==> src/rtl/arb_pkg.sv <==
// Shared types and default sizing for the round-robin arbiter.
// Latency: n/a (declarations only).
// Backpressure: n/a.
//
// Contents: FSM state enum (IDLE, OWN) and the default requester count
// and maximum hold time used by arbiter_rr, rr_pick and arbiter_rr_if.
package arb_pkg;

    typedef enum logic {
        IDLE = 1'b0,
        OWN  = 1'b1
    } arb_state_e;

    localparam int N_DEFAULT        = 2;
    localparam int MAX_HOLD_DEFAULT = 4;

endpackage

==> src/rtl/arbiter_rr_if.sv <==
// Request/grant bundle between requesters and the round-robin arbiter.
// Latency: n/a (wires only).
// Backpressure: none; grant is the only flow control seen by requesters.
//
// Signals:
//   request [N-1:0] requester i wants the shared resource
//   grant   [N-1:0] registered one-hot (or zero) grant
//   busy            high while any grant bit is high
// Modports: master = requester side, slave = arbiter side.
interface arbiter_rr_if
    import arb_pkg::*;
#(
    parameter int N = N_DEFAULT
);

    logic [N-1:0] request;
    logic [N-1:0] grant;
    logic         busy;

    modport master (
        output request,
        input  grant,
        input  busy
    );

    modport slave (
        input  request,
        output grant,
        output busy
    );

endinterface

==> src/rtl/rr_pick.sv <==
// Rotating-priority picker: first set request at or after ptr, wrapping.
// Latency: combinational.
// Backpressure: none.
//
// Ports:
//   request_i [N-1:0]     candidate requests
//   ptr_i     [PTR_W-1:0] index with highest priority
//   pick_o    [N-1:0]     one-hot winner, zero when request_i is zero
module rr_pick
    import arb_pkg::*;
#(
    parameter int N     = N_DEFAULT,
    parameter int PTR_W = $clog2(N)
) (
    input  logic [N-1:0]     request_i,
    input  logic [PTR_W-1:0] ptr_i,
    output logic [N-1:0]     pick_o
);

    logic [N-1:0] rot;
    logic [N-1:0] rot_oh;

    // Rotate so that index ptr_i lands on bit 0; the wrap search becomes a
    // plain lowest-set-bit search.
    assign rot    = N'({request_i, request_i} >> ptr_i);

    // Two's-complement trick isolates the lowest set bit.
    assign rot_oh = rot & (-rot);

    // Rotate the one-hot back into the original index space.
    assign pick_o = N'(({rot_oh, rot_oh} << ptr_i) >> N);

endmodule

==> src/rtl/arbiter_rr.sv <==
// Round-robin arbiter with registered one-hot grant and optional timeout.
// Latency: request sampled at edge t is reflected in grant at edge t+1.
// Backpressure: owner keeps grant while requesting; releases move grant with no idle bubble.
//
// Ports:
//   clk            rising-edge clock
//   rst            synchronous active-high reset
//   bus (slave)    request in, grant/busy out (see arbiter_rr_if)
// Build option: define ARB_TIMEOUT_EN to preempt an owner after MAX_HOLD
// cycles when another requester is waiting; without it the hold counter
// does not exist and the owner is never preempted.
module arbiter_rr
    import arb_pkg::*;
#(
    parameter int N        = N_DEFAULT,
    parameter int MAX_HOLD = MAX_HOLD_DEFAULT
) (
    input  logic        clk,
    input  logic        rst,
    arbiter_rr_if.slave bus
);

    localparam int PTR_W = $clog2(N);

    if (N < 2 || N > 8) begin : g_bad_n
        $error("arbiter_rr: N must be in 2..8");
    end
    if (MAX_HOLD < 1 || MAX_HOLD > 255) begin : g_bad_hold
        $error("arbiter_rr: MAX_HOLD must be in 1..255");
    end

    arb_state_e       state_q, state_d;
    logic [N-1:0]     grant_q, grant_d;
    logic [PTR_W-1:0] ptr_q, ptr_d;

    logic [N-1:0]     pick_req;
    logic [N-1:0]     pick;
    logic             owner_req;
    logic             others_pend;
    logic             take_new;

`ifdef ARB_TIMEOUT_EN
    localparam logic [7:0] HOLD_MAX = 8'(MAX_HOLD);
    logic [7:0] hcnt_q, hcnt_d;
`endif

    // While owning, the owner is masked out so the picker only sees the
    // others; since ptr is owner+1 the search naturally starts past it.
    assign pick_req    = (state_q == OWN) ? (bus.request & ~grant_q) : bus.request;
    assign others_pend = |pick_req;
    assign owner_req   = |(bus.request & grant_q);

    rr_pick #(
        .N     (N),
        .PTR_W (PTR_W)
    ) u_pick (
        .request_i (pick_req),
        .ptr_i     (ptr_q),
        .pick_o    (pick)
    );

    always_comb begin
        state_d  = state_q;
        grant_d  = grant_q;
        ptr_d    = ptr_q;
        take_new = 1'b0;
`ifdef ARB_TIMEOUT_EN
        hcnt_d   = hcnt_q;
`endif

        case (state_q)
            IDLE: begin
                if (others_pend) begin
                    take_new = 1'b1;
                end
            end
            OWN: begin
                if (!owner_req) begin
                    if (others_pend) begin
                        // Hand over directly; no all-zero cycle.
                        take_new = 1'b1;
                    end else begin
                        state_d = IDLE;
                        grant_d = '0;
                    end
                end
`ifdef ARB_TIMEOUT_EN
                else if (hcnt_q == HOLD_MAX && others_pend) begin
                    take_new = 1'b1;
                end else if (hcnt_q != HOLD_MAX) begin
                    hcnt_d = hcnt_q + 8'd1;
                end
`endif
            end
            default: begin
                state_d = IDLE;
                grant_d = '0;
            end
        endcase

        if (take_new) begin
            state_d = OWN;
            grant_d = pick;
`ifdef ARB_TIMEOUT_EN
            hcnt_d  = 8'd1;
`endif
            for (int i = 0; i < N; i++) begin
                if (pick[i]) begin
                    ptr_d = PTR_W'((i + 1) % N);
                end
            end
        end
    end

    always_ff @(posedge clk) begin
        if (rst) begin
            state_q <= IDLE;
            grant_q <= '0;
            ptr_q   <= '0;
`ifdef ARB_TIMEOUT_EN
            hcnt_q  <= 8'd0;
`endif
        end else begin
            state_q <= state_d;
            grant_q <= grant_d;
            ptr_q   <= ptr_d;
`ifdef ARB_TIMEOUT_EN
            hcnt_q  <= hcnt_d;
`endif
        end
    end

    assign bus.grant = grant_q;
    assign bus.busy  = (state_q == OWN);

endmodule

==> src/flat_wrapper.sv <==
// flat-port wrapper written by rule: the top's interface ports become plain ports
module arbiter_rr_flat import arb_pkg::*;
#(
    parameter int N        = N_DEFAULT,
    parameter int MAX_HOLD = MAX_HOLD_DEFAULT
)
  (clk, rst, bus_request, bus_grant, bus_busy);
  arbiter_rr_if #(.N(N)) bus_i ();
  input  logic clk;
  input  logic rst;
  input wire logic [$bits(bus_i.request)-1:0] bus_request;
  output wire logic [$bits(bus_i.grant)-1:0] bus_grant;
  output wire logic [$bits(bus_i.busy)-1:0] bus_busy;
  assign bus_i.request = bus_request;
  assign bus_grant = bus_i.grant;
  assign bus_busy = bus_i.busy;
  arbiter_rr #(.N(N), .MAX_HOLD(MAX_HOLD)) u_core (.clk(clk), .rst(rst), .bus(bus_i));
endmodule
==> config.mk <==
export PLATFORM = sky130hd
export DESIGN_NAME = arbiter_rr_flat
export DESIGN_NICKNAME = d
export VERILOG_FILES = /design/src/rtl/arb_pkg.sv /design/src/rtl/arbiter_rr_if.sv /design/src/rtl/rr_pick.sv /design/src/rtl/arbiter_rr.sv /design/src/flat_wrapper.sv
export SDC_FILE = /design/constraint.sdc
export NUM_CORES = 1
export LEC_CHECK = 0
export CAP_MARGIN = 20
export CELL_PAD_IN_SITES_DETAIL_PLACEMENT = 1
export CELL_PAD_IN_SITES_GLOBAL_PLACEMENT = 2
export CORE_AREA = 2 2 39 41
export CTS_CLUSTER_SIZE = 30
export DETAILED_ROUTE_END_ITERATION = 10
export DIE_AREA = 0 0 41 43
export DONT_BUFFER_PORTS = 1
export PLACE_DENSITY = 0.63
export SETUP_SLACK_MARGIN = 0.02
export SLEW_MARGIN = 25
export SYNTH_ARGS = -nofsm -noshare
export SYNTH_HDL_FRONTEND = slang
export SYNTH_HIERARCHICAL = 1
export SYNTH_SLANG_ARGS = --single-unit
==> constraint.sdc <==
create_clock -name clk -period 2 [get_ports clk]
set_input_delay 0.4 -clock clk [delete_from_list [all_inputs] [get_ports clk]]
set_output_delay 0.4 -clock clk [all_outputs]
set_load 0.01 [all_outputs]
; Yosys cells after proc, flatten, opt, wreduce, memory -nomap -nowiden
; Cells that the tools add are included.
; W data, S select, Z words.
[totals]
regBits = 4
output_inout_bits = 3
wordCells = 32
[classes]
addsub = 1
eq_ne = 2
shift = 2
n_mux = 13
bitwise = 5
n_reduce_logical = 6
[op_table]
columns = op, n
row1 = $mux W2, 5
row2 = $mux W1, 7
row3 = $and A2 B2 Y2, 3
row4 = $ne A2 B2 Y1 const B, 2
row5 = $reduce_bool A2 Y1, 2
row6 = $reduce_or A2 Y1, 2
row7 = $shl A4 B1 Y4, 1
row8 = $shr A4 B1 Y2, 1
row9 = $reduce_and A3 Y1, 1
row10 = $neg A2 Y2, 1
row11 = $not A2 Y2, 1
row12 = $pmux W1 S2, 1
row13 = $reduce_and A2 Y1, 1
row14 = $not A1 Y1, 1

; Longest topological paths before layout
[logic_depth]
ltp_word = 9
ltp_mapped = 6

; By module
; Netlist, hierarchy kept.
[modules_own_cells]
columns = mod, instances, cells_each, area_each_um2
row1 = arbiter_rr, 1, 32, 262.8
row2 = rr_pick, 1, 3, 18.8

; Worst setup path after synthesis
; Ideal clock, no wire load.
[synth_path]
path_type = register -> register
from = reg u_core.state_q, in the netlist u_core/bus.busy
to = reg u_core.ptr_q
setup_ns = 0.086
t_arrival_ns = 1.392
required_time_ns = 1.914
setup_slack_ns = 0.522
stages_incl_launch_ff = 7
n_path_buf = 0
synth_period_minus_slack_ns = 1.478
path_cell_list = dfxtp_1 > and2_1 > nor2b_1 > a21boi_0 > o21ai_0 > a21o_1 > a221oi_2
[synth_via]
elab_chain_cells = 7
[synth_lines]
columns = element, line_no
row1 = "start, declared", arbiter_rr.sv:32  ; arb_state_e state_q, state_d;
row2 = "start signal, assigned", arbiter_rr.sv:124  ; state_q <= state_d;
row3 = $mux W2 *, arbiter_rr.sv:49  ; assign pick_req = (state_q == OWN) ? (bus.request & ~grant_q) : bus.request;
row4 = net u_core.pick_req[0], arbiter_rr.sv:36  ; logic [N-1:0] pick_req;
row5 = $shr A4 B1 Y2 *, rr_pick.sv:25  ; assign rot = N'({request_i, request_i} >> ptr_i);
row6 = $neg A2 Y2, rr_pick.sv:28  ; assign rot_oh = rot & (-rot);
row7 = $and A2 B2 Y2 *, rr_pick.sv:28
row8 = $shl A4 B1 Y4 *, rr_pick.sv:31  ; assign pick_o = N'(({rot_oh, rot_oh} << ptr_i) >> N);
row9 = net u_core.pick[0], arbiter_rr.sv:37  ; logic [N-1:0] pick;
row10 = $reduce_bool A2 Y1 (no line) *, -
row11 = $reduce_and A2 Y1 (no line) *, -
row12 = "end signal, assigned", arbiter_rr.sv:126  ; ptr_q <= ptr_d;
row13 = "end, declared", arbiter_rr.sv:34  ; logic [PTR_W-1:0] ptr_q, ptr_d;
; The timed path passes the listed nets; every way through them passes the cells marked *.
; A chain may end at the register's enable or synchronous reset.

; Final worst setup path
; Ends and elaborated chain as after synthesis.

==> flow_summary.toml <==
[status]
outcome = "completed"

[clock_network]
cts_resized = 0
cts.clk_slew.worst_paths_ps = 40
clockRootBuffer = "clkbuf_4"
htree_levels = 1
numCtsBuffers = 3
holdBufCountCts = 0
cts_tree = "built"
cts.sinks = 4
clk_path_buf_depth = 2
post_cts.repair.setup_buffers = 0
clock_latency_ps = 230

[synth]
synth.avg_cell_area_um2 = 8.043
synth_top_area_share_pct = 28.44
synth_top_area_cell = "dfxtp_1"
synthCells = 35
yosysWarnings = 6
synth_fp_nets = 39
netlist_area_um2 = 281.5
synth-seq-cells = 4
ys_types = 21
yosys-top-cells-area = "dfxtp_1, buf_6, a21oi_1"
ys_seq_area_share_pct = 28.44

[floorplanning]
die_h_um = 43
core_mm2 = 0.001384
die_area_mm2 = 0.001763
die_w_um = 41
initial_core_util_pct = 20.34
io_pins = 7
rows = 14

[global_routing]
antenna_found_initial = 0
first_global_vias = 264
grt_max_degree = 11
grt_pass1_wl_um = 1124
gr-total-overflow = 0
track_usage_pct = 9.668

[final_layout]
n_antenna_cell = 0
final_cells = 52
area_growth_pct = 7.111
final_net_count = 42
drive_gt1_share_pct = 16.67
fillers = 176
final_util_pct = 21.79

[place]
place_ws_ps = 318.3
numPortBuffers = 0
gp_congestion = 0.7392
dp.cells = 49
dp_hpwl_um = 475.6

[sta]
setup_viol = 0
max_slew.worst_pin.slew_ps = 317.0
fin_crit_ps = 1687
hold_viol_final = 0
fmax_ghz = 0.5927
worst_clock_skew_ps = 4.325
slew_headroom_pct = 78.67
fin_crit_sh_pct = 84.36
rsz0062_at_grt = "false"
fin_ws_ps = 312.7
slew_violations = 0
fin_setup_tns_ps = 0

[worst_setup_path]
path_class = "flip-flop to flip-flop"
cp_num_buf_inv = 0
critPathLaunchType = "flip-flop"
critical-path-max-stage-delay_ps = 400
required_ps = 2150
crit_fanout = 9
path_cells = "and2_1 -> nor2b_1 -> a21boi_0 -> o21ai_0 -> a21o_1 -> a221oi_2"
cp_slowest_cell = "dfxtp_1"
crit_family = "compound AO/OA/AOI/OAI gates"
cp-end-kind = "flip-flop"
cp_data_arrival_time_ps = 1830

[drt]
routed_via_density = 4.750
vias = 247
totalWireLength_um = 619
ant_nets = 0
detail_route.first_pass.iterations = 4
drt_iter0_drc = 2
wl_per_cell_um = 11.90
route.detailed.drc = 0

[power_and_ir_drop]
vdd_drop_max_v = 0.0002451
power_switching_w = 0.00005509
cellPowerDensity_mw_per_mm2 = 745.0
leakagePower_nw = 0.1179
p_sw_share_pct = 24.52
pwr-share-clk_pct = 42.9
p_int_w = 0.0001696
power_frac_comb_pct = 13.8
power.total_w = 0.0002246
pwr-share-seq_pct = 43.3

[run]
max_cap_violations = 0

[worst_hold_path]
hold_class = "input port to flip-flop"
## worst paths after layout
path | from | end | slack (ps) | cells after the start
worst max-delay path | u_core/bus.busy$_SDFF_PP0_ | u_core/ptr_q$_SDFFE_PP0P_ | 310 | 6
worst min-delay path | rst | u_core/ptr_q$_SDFFE_PP0P_ | 230 | 1
worst max register to register | u_core/bus.busy$_SDFF_PP0_ | u_core/ptr_q$_SDFFE_PP0P_ | 310 | 6
worst min register to register | u_core/ptr_q$_SDFFE_PP0P_ | u_core/ptr_q$_SDFFE_PP0P_ | 480 | 2
## sequential cells by signal (all words and copies together) (netlist names)
register / count
u_core/ptr_q: 1
u_core/bus.grant: 2
u_core/bus.busy: 1
## per-stage QoR
stage | cell area (um2) | hold WS (ps)
floorplan | 281.5 | 451.0
global placement | 279.0 | 468.0
detailed placement | 279.0 | 468.9
CTS | 301.5 | 217.5
global route | 301.5 | 218.9
finish | 301.5 | 229.7
## logic make-up after synthesis
logic type             after synthesis  share of synthesized area (%)
AOI/OAI and AO/OA                   15                          37.78
buffers and inverters                4                          10.67
DFF                                  4                          28.45
and+or+nand+nor                     12                          23.11
## Yosys cell counts (all sizes together)
| library cell | number |
|---|---|
| a21boi | 3 |
| a21o | 1 |
| a21oi | 3 |
| a221oi | 1 |
| a22o | 1 |
| a31oi | 1 |
| and2 | 1 |
| and2b | 1 |
| and3 | 1 |
| buf | 2 |
| dfxtp | 4 |
| inv | 2 |
| nand2 | 4 |
| nor2 | 2 |
| nor2b | 1 |
| nor3 | 1 |
| o21ai | 3 |
| o21ba | 1 |
| o22ai | 1 |
| or3b | 1 |
## power by group through the flow
stage          logic [W]  clock network, W  registers, W
2_1_floorplan  0.0000336                 0     0.0000959
6_report       0.0000310         0.0000963     0.0000973
5_1_grt        0.0000356          0.000106     0.0000983
3_5_place_dp   0.0000310                 0     0.0000986
3_3_place_gp   0.0000303                 0     0.0000982
4_1_cts        0.0000312          0.000104     0.0000974
## metal layers
metal  part of all wire [%]  global-route usage [%]  vias to the layer above
met5                      0                       0                        -
met4                      0                   8.000                        0
met3                    6.6                   4.712                        0
met2                     49                   12.50                        4
met1                     44                   11.36                      116
li1                       -                       -                      127
## layout make-up
type                    count  area [um2]  share of cell area [%]
clock buffers               3       22.52                   7.469
inverters                   2       7.507                   2.490
multi-input cells          27       171.4                   56.85
flip-flops and latches      4       80.08                   26.56
well taps                  16       20.02                   6.639
## cells in the final DEF (no fill, tap or decap)
master    count
a21boi_0      2
a21boi_1      1
a21o_1        1
a21oi_1       3
a221oi_2      1
a22o_1        1
a31oi_1       1
and2_1        1
and2b_2       1
and3_2        1
clkbuf_4      3
dfxtp_1       4
inv_1         2
nand2_1       4
nor2_1        2
nor2b_1       1
nor3_1        1
o21ai_0       3
o21ba_1       1
o22ai_1       1
or3b_1        1
Power figures use the tool's default switching activity.
